==> config.mk <==
export PLATFORM = sky130hd
export DESIGN_NAME = rename_regfile_flat
export DESIGN_NICKNAME = d
export VERILOG_FILES = /design/src/rtl/rename_regfile_if.sv /design/src/rtl/rename_regfile.sv /design/src/flat_wrapper.sv
export SDC_FILE = /design/constraint.sdc
export NUM_CORES = 2
export LEC_CHECK = 0
export BUFFER_PORTS_ARGS = -buffer_cell sky130_fd_sc_hd__clkbuf_2
export CELL_PAD_IN_SITES_DETAIL_PLACEMENT = 1
export CELL_PAD_IN_SITES_GLOBAL_PLACEMENT = 2
export CORE_MARGIN = 1
export CORE_UTILIZATION = 46
export DETAILED_ROUTE_END_ITERATION = 7
export PLACE_DENSITY = 0.79
export SYNTH_ARGS = -nofsm -noshare
export SYNTH_HDL_FRONTEND = slang
export SYNTH_SLANG_ARGS = --single-unit
==> constraint.sdc <==
create_clock -name clk -period 4 [get_ports clk]
set_input_delay 0.2 -clock clk [delete_from_list [all_inputs] [get_ports clk]]
set_output_delay 0.2 -clock clk [all_outputs]
set_load 0.01 [all_outputs]
==> src/rtl/rename_regfile_if.sv <==
// Dispatch/commit/checkpoint bus of rename_regfile.
// Optional macro RF_CDB_BYPASS_EN adds the CDB snoop inputs.
interface rename_regfile_if #(
    parameter int unsigned XLEN    = 32,
    parameter int unsigned REG_AW  = 5,
    parameter int unsigned TAG_W   = 4,
    parameter int unsigned NCKPT   = 4,
    parameter int unsigned CKPT_AW = 2
);
    logic               rdy;
    logic               rollback;
    logic [REG_AW-1:0]  rs1;
    logic [REG_AW-1:0]  rs2;
    logic               rs1_vld;
    logic               rs2_vld;
    logic               qj_busy;
    logic               qk_busy;
    logic [TAG_W-1:0]   qj;
    logic [TAG_W-1:0]   qk;
    logic [XLEN-1:0]    vj;
    logic [XLEN-1:0]    vk;
    logic               issue_sgn;
    logic [REG_AW-1:0]  rd;
    logic               rd_vld;
    logic [TAG_W-1:0]   rob_new_entry;
    logic               ckpt_take;
    logic [CKPT_AW-1:0] ckpt_id;
    logic               ckpt_restore;
    logic               commit_sgn;
    logic [TAG_W-1:0]   rob_entry;
    logic [REG_AW-1:0]  rob_des;
    logic               rob_des_vld;
    logic [XLEN-1:0]    rob_result;
    logic [NCKPT-1:0]   ckpt_valid;
`ifdef RF_CDB_BYPASS_EN
    logic               cdb_vld;
    logic [TAG_W-1:0]   cdb_tag;
    logic [XLEN-1:0]    cdb_value;
`endif

    modport master (
        output rdy, rollback, rs1, rs2, rs1_vld, rs2_vld,
        output issue_sgn, rd, rd_vld, rob_new_entry,
        output ckpt_take, ckpt_id, ckpt_restore,
        output commit_sgn, rob_entry, rob_des, rob_des_vld, rob_result,
`ifdef RF_CDB_BYPASS_EN
        output cdb_vld, cdb_tag, cdb_value,
`endif
        input  qj_busy, qk_busy, qj, qk, vj, vk, ckpt_valid
    );

    modport slave (
        input  rdy, rollback, rs1, rs2, rs1_vld, rs2_vld,
        input  issue_sgn, rd, rd_vld, rob_new_entry,
        input  ckpt_take, ckpt_id, ckpt_restore,
        input  commit_sgn, rob_entry, rob_des, rob_des_vld, rob_result,
`ifdef RF_CDB_BYPASS_EN
        input  cdb_vld, cdb_tag, cdb_value,
`endif
        output qj_busy, qk_busy, qj, qk, vj, vk, ckpt_valid
    );
endinterface

==> src/rtl/rename_regfile.sv <==
// Architectural register file + rename table with NCKPT branch checkpoints.
// Optional macro RF_CDB_BYPASS_EN: operand reads also forward from the CDB.
module rename_regfile #(
    parameter int unsigned XLEN    = 32,
    parameter int unsigned NREG    = 32,
    parameter int unsigned REG_AW  = 5,
    parameter int unsigned TAG_W   = 4,
    parameter int unsigned NCKPT   = 4,
    parameter int unsigned CKPT_AW = 2
) (
    input  logic             clk,
    input  logic             rst_n,
    rename_regfile_if.slave  bus
);
    logic [XLEN-1:0]                       value [NREG];
    logic [NREG-1:0]                       busy, busy_n;
    logic [NREG-1:0][TAG_W-1:0]            tag, tag_n;
    logic [NCKPT-1:0][NREG-1:0]            ck_busy, ck_busy_n;
    logic [NCKPT-1:0][NREG-1:0][TAG_W-1:0] ck_tag, ck_tag_n;
    logic [NCKPT-1:0]                      ck_vld, ck_vld_n;
    logic                                  do_commit;
    logic                                  do_issue;
    logic                                  val_we;

    assign do_commit = bus.commit_sgn && bus.rob_des_vld && (bus.rob_des != '0);
    assign do_issue  = bus.issue_sgn && bus.rd_vld && (bus.rd != '0);

    // Next-state of rename table and checkpoints
    always_comb begin
        busy_n    = busy;
        tag_n     = tag;
        ck_busy_n = ck_busy;
        ck_tag_n  = ck_tag;
        ck_vld_n  = ck_vld;
        val_we    = 1'b0;
        if (bus.rollback) begin
            busy_n   = '0;
            tag_n    = '0;
            ck_vld_n = '0;
            val_we   = do_commit;
        end else if (bus.rdy) begin
            val_we = do_commit;
            if (bus.ckpt_restore) begin
                // Restoring an empty slot leaves the live table as is
                if (ck_vld[bus.ckpt_id]) begin
                    busy_n   = ck_busy[bus.ckpt_id];
                    tag_n    = ck_tag[bus.ckpt_id];
                    ck_vld_n = '0;
                end
                if (do_commit && tag_n[bus.rob_des] == bus.rob_entry) begin
                    busy_n[bus.rob_des] = 1'b0;
                    tag_n[bus.rob_des]  = '0;
                end
            end else begin
                if (do_commit) begin
                    if (tag[bus.rob_des] == bus.rob_entry) begin
                        busy_n[bus.rob_des] = 1'b0;
                        tag_n[bus.rob_des]  = '0;
                    end
                    // Retired tags must not come back through a later restore
                    for (int unsigned k = 0; k < NCKPT; k++) begin
                        if (ck_vld[CKPT_AW'(k)] &&
                            ck_tag[CKPT_AW'(k)][bus.rob_des] == bus.rob_entry) begin
                            ck_busy_n[CKPT_AW'(k)][bus.rob_des] = 1'b0;
                            ck_tag_n[CKPT_AW'(k)][bus.rob_des]  = '0;
                        end
                    end
                end
                if (do_issue) begin
                    busy_n[bus.rd] = 1'b1;
                    tag_n[bus.rd]  = bus.rob_new_entry;
                end
                if (bus.ckpt_take) begin
                    ck_busy_n[bus.ckpt_id] = busy_n;
                    ck_tag_n[bus.ckpt_id]  = tag_n;
                    ck_vld_n[bus.ckpt_id]  = 1'b1;
                end
            end
        end
    end

    always_ff @(posedge clk or negedge rst_n) begin
        if (!rst_n) begin
            for (int unsigned i = 0; i < NREG; i++) value[REG_AW'(i)] <= '0;
            busy    <= '0;
            tag     <= '0;
            ck_busy <= '0;
            ck_tag  <= '0;
            ck_vld  <= '0;
        end else begin
            busy    <= busy_n;
            tag     <= tag_n;
            ck_busy <= ck_busy_n;
            ck_tag  <= ck_tag_n;
            ck_vld  <= ck_vld_n;
            if (val_we) value[bus.rob_des] <= bus.rob_result;
        end
    end

    // Operand lookup, one instance per source port
    for (genvar p = 0; p < 2; p++) begin : g_rd
        logic [REG_AW-1:0] src;
        logic              src_use;
        logic              o_busy;
        logic [TAG_W-1:0]  o_tag;
        logic [XLEN-1:0]   o_val;

        assign src     = (p == 0) ? bus.rs1 : bus.rs2;
        assign src_use = (p == 0) ? bus.rs1_vld : bus.rs2_vld;

        always_comb begin
            o_busy = 1'b0;
            o_tag  = '0;
            o_val  = '0;
            if (src_use && src != '0) begin
                if (!busy[src]) begin
                    o_val = value[src];
                end else if (bus.commit_sgn && bus.rob_des_vld && tag[src] == bus.rob_entry) begin
                    o_val = bus.rob_result;
`ifdef RF_CDB_BYPASS_EN
                end else if (bus.cdb_vld && tag[src] == bus.cdb_tag) begin
                    o_val = bus.cdb_value;
`endif
                end else begin
                    o_busy = 1'b1;
                    o_tag  = tag[src];
                end
            end
        end
    end

    assign bus.qj_busy    = g_rd[0].o_busy;
    assign bus.qj         = g_rd[0].o_tag;
    assign bus.vj         = g_rd[0].o_val;
    assign bus.qk_busy    = g_rd[1].o_busy;
    assign bus.qk         = g_rd[1].o_tag;
    assign bus.vk         = g_rd[1].o_val;
    assign bus.ckpt_valid = ck_vld;
endmodule

==> src/flat_wrapper.sv <==
// flat-port wrapper written by rule: the top's interface ports become plain ports
module rename_regfile_flat 
#(
    parameter int unsigned XLEN    = 32,
    parameter int unsigned NREG    = 32,
    parameter int unsigned REG_AW  = 5,
    parameter int unsigned TAG_W   = 4,
    parameter int unsigned NCKPT   = 4,
    parameter int unsigned CKPT_AW = 2
)
  (clk, rst_n, bus_rdy, bus_rollback, bus_rs1, bus_rs2, bus_rs1_vld, bus_rs2_vld, bus_issue_sgn, bus_rd, bus_rd_vld, bus_rob_new_entry, bus_ckpt_take, bus_ckpt_id, bus_ckpt_restore, bus_commit_sgn, bus_rob_entry, bus_rob_des, bus_rob_des_vld, bus_rob_result, bus_qj_busy, bus_qk_busy, bus_qj, bus_qk, bus_vj, bus_vk, bus_ckpt_valid);
  rename_regfile_if #(.XLEN(XLEN), .REG_AW(REG_AW), .TAG_W(TAG_W), .NCKPT(NCKPT), .CKPT_AW(CKPT_AW)) bus_i ();
  input  logic clk;
  input  logic rst_n;
  input wire logic [$bits(bus_i.rdy)-1:0] bus_rdy;
  input wire logic [$bits(bus_i.rollback)-1:0] bus_rollback;
  input wire logic [$bits(bus_i.rs1)-1:0] bus_rs1;
  input wire logic [$bits(bus_i.rs2)-1:0] bus_rs2;
  input wire logic [$bits(bus_i.rs1_vld)-1:0] bus_rs1_vld;
  input wire logic [$bits(bus_i.rs2_vld)-1:0] bus_rs2_vld;
  input wire logic [$bits(bus_i.issue_sgn)-1:0] bus_issue_sgn;
  input wire logic [$bits(bus_i.rd)-1:0] bus_rd;
  input wire logic [$bits(bus_i.rd_vld)-1:0] bus_rd_vld;
  input wire logic [$bits(bus_i.rob_new_entry)-1:0] bus_rob_new_entry;
  input wire logic [$bits(bus_i.ckpt_take)-1:0] bus_ckpt_take;
  input wire logic [$bits(bus_i.ckpt_id)-1:0] bus_ckpt_id;
  input wire logic [$bits(bus_i.ckpt_restore)-1:0] bus_ckpt_restore;
  input wire logic [$bits(bus_i.commit_sgn)-1:0] bus_commit_sgn;
  input wire logic [$bits(bus_i.rob_entry)-1:0] bus_rob_entry;
  input wire logic [$bits(bus_i.rob_des)-1:0] bus_rob_des;
  input wire logic [$bits(bus_i.rob_des_vld)-1:0] bus_rob_des_vld;
  input wire logic [$bits(bus_i.rob_result)-1:0] bus_rob_result;
  output wire logic [$bits(bus_i.qj_busy)-1:0] bus_qj_busy;
  output wire logic [$bits(bus_i.qk_busy)-1:0] bus_qk_busy;
  output wire logic [$bits(bus_i.qj)-1:0] bus_qj;
  output wire logic [$bits(bus_i.qk)-1:0] bus_qk;
  output wire logic [$bits(bus_i.vj)-1:0] bus_vj;
  output wire logic [$bits(bus_i.vk)-1:0] bus_vk;
  output wire logic [$bits(bus_i.ckpt_valid)-1:0] bus_ckpt_valid;
  assign bus_i.rdy = bus_rdy;
  assign bus_i.rollback = bus_rollback;
  assign bus_i.rs1 = bus_rs1;
  assign bus_i.rs2 = bus_rs2;
  assign bus_i.rs1_vld = bus_rs1_vld;
  assign bus_i.rs2_vld = bus_rs2_vld;
  assign bus_i.issue_sgn = bus_issue_sgn;
  assign bus_i.rd = bus_rd;
  assign bus_i.rd_vld = bus_rd_vld;
  assign bus_i.rob_new_entry = bus_rob_new_entry;
  assign bus_i.ckpt_take = bus_ckpt_take;
  assign bus_i.ckpt_id = bus_ckpt_id;
  assign bus_i.ckpt_restore = bus_ckpt_restore;
  assign bus_i.commit_sgn = bus_commit_sgn;
  assign bus_i.rob_entry = bus_rob_entry;
  assign bus_i.rob_des = bus_rob_des;
  assign bus_i.rob_des_vld = bus_rob_des_vld;
  assign bus_i.rob_result = bus_rob_result;
  assign bus_qj_busy = bus_i.qj_busy;
  assign bus_qk_busy = bus_i.qk_busy;
  assign bus_qj = bus_i.qj;
  assign bus_qk = bus_i.qk;
  assign bus_vj = bus_i.vj;
  assign bus_vk = bus_i.vk;
  assign bus_ckpt_valid = bus_i.ckpt_valid;
  rename_regfile #(.XLEN(XLEN), .NREG(NREG), .REG_AW(REG_AW), .TAG_W(TAG_W), .NCKPT(NCKPT), .CKPT_AW(CKPT_AW)) u_core (.clk(clk), .rst_n(rst_n), .bus(bus_i));
endmodule
# Word-level counts from Yosys, hierarchy flattened
# Cells that the tools add are included.
# totals
out_inout_bits	78
input_bits	74
wordCells	394
ff_bits	1828
# classes
n_mux	129
order_cmp	12
reduce_logical	25
n_eq_ne	9
bitwise	21
# ops
cell	n
two-way mux 128 bit	28
two-way mux 512 bit	5
two-way mux 32 bit	34
bitwise mux 1024 bit	1
AND 128 bit	6
bitwise mux 512 bit	1
binary-select mux 32 bit (select 5 bit)	2
binary-select mux 128 bit (select 2 bit)	1
bitwise mux 128 bit	2
demux 128 bit (select 2 bit)	1
AND 32 bit	6
binary-select mux 4 bit (select 5 bit)	8
demux 32 bit (select 5 bit)	1
NOT 128 bit	1
two-way mux 4 bit	21
binary-select mux 32 bit (select 2 bit)	1
demux 32 bit (select 2 bit)	1
demux 4 bit (select 5 bit)	2
equality test 4 bit	8
NOT 32 bit	1
bitwise OR 32 bit	1
< comparator 5 x 6 -> 1 bit, second input constant	4
nonzero test 5 bit	4
greater-or-equal comparator 6 bit, second input constant	3
other kinds (17)	53

# Logic depth before layout (Yosys ltp)
# depth
ltp_word	19
depth_mapped	16
depth_no_buf	9

# Worst setup path after synthesis
# No wires, ideal clock.
# synth_timing
kind	input-to-output
from	in bus_rs2[0]
to	out bus_vk[11]
path_buffers	3
cell_stages	11
arrival_time_ns	3.532
setup_slack_ns	0.268
path_cell_list	clkbuf_1 > buf_1 > mux4_2 > mux4_2 > mux2i_1 > xor2_1 > nand3_1 > nor3_1 > clkbuf_1 > a21oi_1 > a211oi_1
# synth_between
elab_chain_cells	7
word_cells_on_any_way	15
# synth_lines
item	line_no	text
start: declaration	flat_wrapper.sv:18	input wire logic [$bits(bus_i.rs2)-1:0] bus_rs2;
binary-select mux 4 bit (select 5 bit)	rename_regfile.sv:118	end else if (bus.commit_sgn && bus.rob_des_vld && tag[src] == bus.rob_entry) begin
two-way mux 4 bit (not written as such)	rename_regfile.sv:118	
equality test 4 bit	rename_regfile.sv:118	
logical AND 1 bit	rename_regfile.sv:118	
two-way mux 32 bit	rename_regfile.sv:118	
two-way mux 32 bit	rename_regfile.sv:116	if (!busy[src]) begin
two-way mux 32 bit (*)	rename_regfile.sv:115	if (src_use && src != '0) begin
end: declaration	flat_wrapper.sv:38	output wire logic [$bits(bus_i.vk)-1:0] bus_vk;
# Mark *: on every way between the ends. The rest lies on a longest branch, timed or not. The select of a mux whose other input is x is not followed.

# Worst setup path after layout
# layout_timing
from	reg u_core.tag[88] (netlist bit)
to	out bus_vk[2]
# layout_between
elab_chain_cells	7
# layout_lines
item	line_no	text
start: declaration	rename_regfile.sv:17	logic [NREG-1:0][TAG_W-1:0] tag, tag_n;
start signal: assignment	rename_regfile.sv:92	tag <= tag_n;
binary-select mux 4 bit (select 5 bit)	rename_regfile.sv:118	
two-way mux 4 bit (not written as such)	rename_regfile.sv:118	
equality test 4 bit	rename_regfile.sv:118	
logical AND 1 bit	rename_regfile.sv:118	
two-way mux 32 bit	rename_regfile.sv:118	
two-way mux 32 bit	rename_regfile.sv:116	
two-way mux 32 bit	rename_regfile.sv:115	
# No other way between the ends. The select of a mux whose other input is x is not followed.

==> metrics.yaml <==
yosys:
  yosys-top-cells-area: "dfrtp_1 44%, mux4_2 20%, mux2_2 11%, mux2i_1 2.6%, o22ai_1 2.5%"
  synth_top_area_share_pct: 43.7
  seq_area_frac_synth_pct: 43.7
  synth_area_per_cell_sq_um: 12.6
  ys_ff_latch: 1828
  yosys_warnings: 0
  postSynth.topFlopCell: "dfrtp_1"
  syn_nets: 8372
  synthArstFlopShare_pct: 100
  synth_top_cell_by_area: "dfrtp_1"
  syn_inst: 8298
  synthDistinctLibCells: 60
  syn-cell-area_sq_um: 105000
  synth_enable_flop_cells: 0
floorplanning:
  io_pins: 152
  rows: 174
  dieArea_sq_um: 229000
  dieHeight_um: 479
  die_x_um: 479
  core_sq_um: 226000
  start_util_pct: 46.4
placed_design:
  dp.cells: 11375
  gp_congestion: 1.07
  dp_worst_setup_slack_ns: -1.15
  dp_hpwl_um: 314000
  port_buffers: 151
timing:
  fin_ws_ns: -0.584
  skew_ns: 0.0467
  tightest_slew_ns: 1.27
  setup_viol_count_final: 175
  hold_viol_final: 0
  period_share_pct: 115
  rsz0062_at_grt: "yes"
  finalMaxSlewViolations: 0
  tns_ns: -34.69
  period_minus_slack_ns: 4.58
  maxSlewHeadroom_pct: 15.4
  fmaxAchievable_ghz: 0.218
critical_path:
  critPathMaxStageDelay_ns: 0.53
  arrival_ns: 4.38
  path_cells: "buf_4 -> mux4_2 -> mux4_2 -> mux2i_4 -> xor2_1 -> nand3_1 -> nor3_4 -> buf_12 -> clkbuf_16 -> a21oi_1 -> a211oi_1 -> clkbuf_2"
  crit_top_cell: "mux4_2"
  required_ns: 3.80
  path_delay_family: "multiplexers"
  path_class: "register to output port"
  path_buf_inv: 4
  crit_path_start_kind: "register"
  slowest_stage: "mux4_2"
  crit_path_end_kind: "output port"
  critPathMaxFanout: 8
clock_tree:
  clk_pin_slew_ns: 0.06
  cts-buffers-inserted: 206
  cts.path.max_buffers: 3
  clk_latency_ns: 0.90
  cts_sinks: 1828
  root_buffer: "clkbuf_16"
  htree_num_levels: 4
  cts_tree: "yes"
global_routing:
  gr-usage-all-layers_pct: 41.4
  grt_pass1_vias: 89584
  grt_max_degree: 140
  grt_pass1_wl_um: 683000
  grt_overflow_total: 0
  grt_antenna_before_repair: 15
power_and_ir_drop:
  swShare_pct: 31.4
  intPower_uw: 38000
  p_seq_share_pct: 41.8
  pwr-share-clk_pct: 36.3
  max-vdd-ir-drop_mv: 0.402
  total_power_uw: 55400
  p_switching_uw: 17400
  comb_power_share_pct: 21.9
  power_per_cell_area_nw_per_um2: 446
  p_leak_uw: 0.0531
drt:
  wire_per_inst_um: 40.3
  drtIter0Drc: 10780
  drcViolationCount: 12
  m1WireLength_um: 178000
  wl_met3_um: 45400
  top_layer_used: "met5"
  antenna_left: 0
  viasPerCell: 7.30
  vias: 86480
  dr_wl_met2_um: 218000
  dr.pass1.iters: 8
  totalWireLength_um: 478000
outcome:
  outcome: "finished with violations"
  failed_checks: "DRC, setup timing"
layout:
  nNetsFinal: 8755
  utilization_pct: 55.0
  area_delta_synth_final_pct: 18.6
  drive_above_1_share_pct: 41.0
  final_cells: 11853
hold_path:
  hold_path_class: "primary input to register"
job:
  max_cap_violations: 0
cell usage in the layout, fill, tap and decap left out, types with 28 or more instances in the layout:
master     synthesis  routed
clkbuf_2           0      89
nor2_1           316     266
mux2_2          1018    1017
clkbuf_16          0     214
nor2_4             0      39
clkbuf_8           0      50
o21ai_0          296     293
clkinv_2           0      44
a31oi_4            0      30
a22oi_1          232     232
buf_4             18     688
a22o_1           137     137
buf_12             0     146
nand2_1          299     286
clkbuf_1         657      39
a31oi_1           89      59
dfrtp_1         1828    1800
buf_6              0      47
inv_1            403     400
a221oi_1         190     189
dfrtp_2            0      28
mux4_2           952     951
buf_2             66      31
a21oi_1          344     307
o22ai_1          425     423
mux2i_1          270     239
o22a_1           110     110
a222oi_1         134     134
sequential cells by signal, summed over array words and instances, names as in the netlist:
signal                 count
u_core.value            1024
u_core.ck_tag            512
u_core.ck_busy           128
u_core.tag               128
u_core.busy               32
u_core.bus.ckpt_valid      4
path summary, 6_finish.rpt:
kind	start	depth (start not counted)	endpoint	slack [ns]
min in group asynchronous	rst_n	3	u_core.value[349]	0.36
hold / removal	bus_ckpt_restore	4	u_core.tag[0]	0.08
max in group asynchronous	rst_n	5	u_core.ck_tag[258]	1.96
hold reg to reg	u_core.value[994]	0	u_core.value[994]	0.40
setup reg to reg	u_core.bus.ckpt_valid[0]	17	u_core.tag[93]	-0.15
setup / recovery	u_core.tag[88]	12	bus_vk[2]	-0.58
cells in the mapped netlist (134+ instances only):
library cell,number
o22ai_1,425
inv_1,403
clkbuf_1,657
mux2_2,1018
dfrtp_1,1828
mux4_2,952
a22oi_1,232
a21oi_1,344
nand2_1,299
mux2i_1,270
o21ai_0,296
nor2_1,316
a221oi_1,190
a222oi_1,134
a22o_1,137
power by group through the flow:
stage | sequential [uW] | combinational [uW] | clock [uW]
after detailed placement | 23300 | 11200 | 0
after CTS | 23000 | 11600 | 20200
after global placement | 23000 | 10900 | 0
after floorplan | 22400 | 6880 | 0
final | 23200 | 12100 | 20100
after global routing | 23300 | 12600 | 20900
cell families after synthesis:
group	share of synthesized area (%)
DFF	43.7
muxes	34.0
and+or+nand+nor	3.24
xor gates and xnor gates	0.268
buffers and inverters	4.73
AOI/OAI and AO/OA	14.0
through the flow:
step                      instance area, sq um  hold slack [ns]
after global routing                    124000           0.0679
after floorplan                         105000          -0.0956
final                                   124000           0.0816
after detailed placement                114000            0.306
after CTS                               123000          0.00817
after global placement                  114000            0.313
cell type report:
| type | count | area [sq um] |
|---|---|---|
| fillers | 22018 | 101000 |
| multi-input cells | 5191 | 55800 |
| flip-flops and latches | 1828 | 45800 |
| repair buffers | 1048 | 10200 |
| clock buffers | 297 | 6060 |
| well taps | 2992 | 3740 |
| inverters | 406 | 1540 |
| clock inverters | 81 | 1060 |
| diodes | 10 | 25.0 |
routing by layer:
layer,up-vias,GRT usage [%]
met1,46237,53.6
met2,5444,63.3
met3,1402,9.06
li1,33393,-
met4,4,26.8
met5,-,0
repair_timing:
item / CTS / global route
gates cloned: 15 / 4
resized for setup: 210 / 211
pin swaps: 53 / 79
setup buffers: 53 / 22
endpoints found under the setup margin: 229 / 229
endpoints found under the hold margin: 248 / 21
hold buffers: 9 / 1
tightest hold or removal path, delay by kind of cell:
kind,cells,cell delay (ns)
buffers and inverters,1,0.21
AO/OA/AOI/OAI,1,0.06
AND/OR/NAND/NOR,2,0.45
Note: power is estimated with default switching activity, not from simulation.
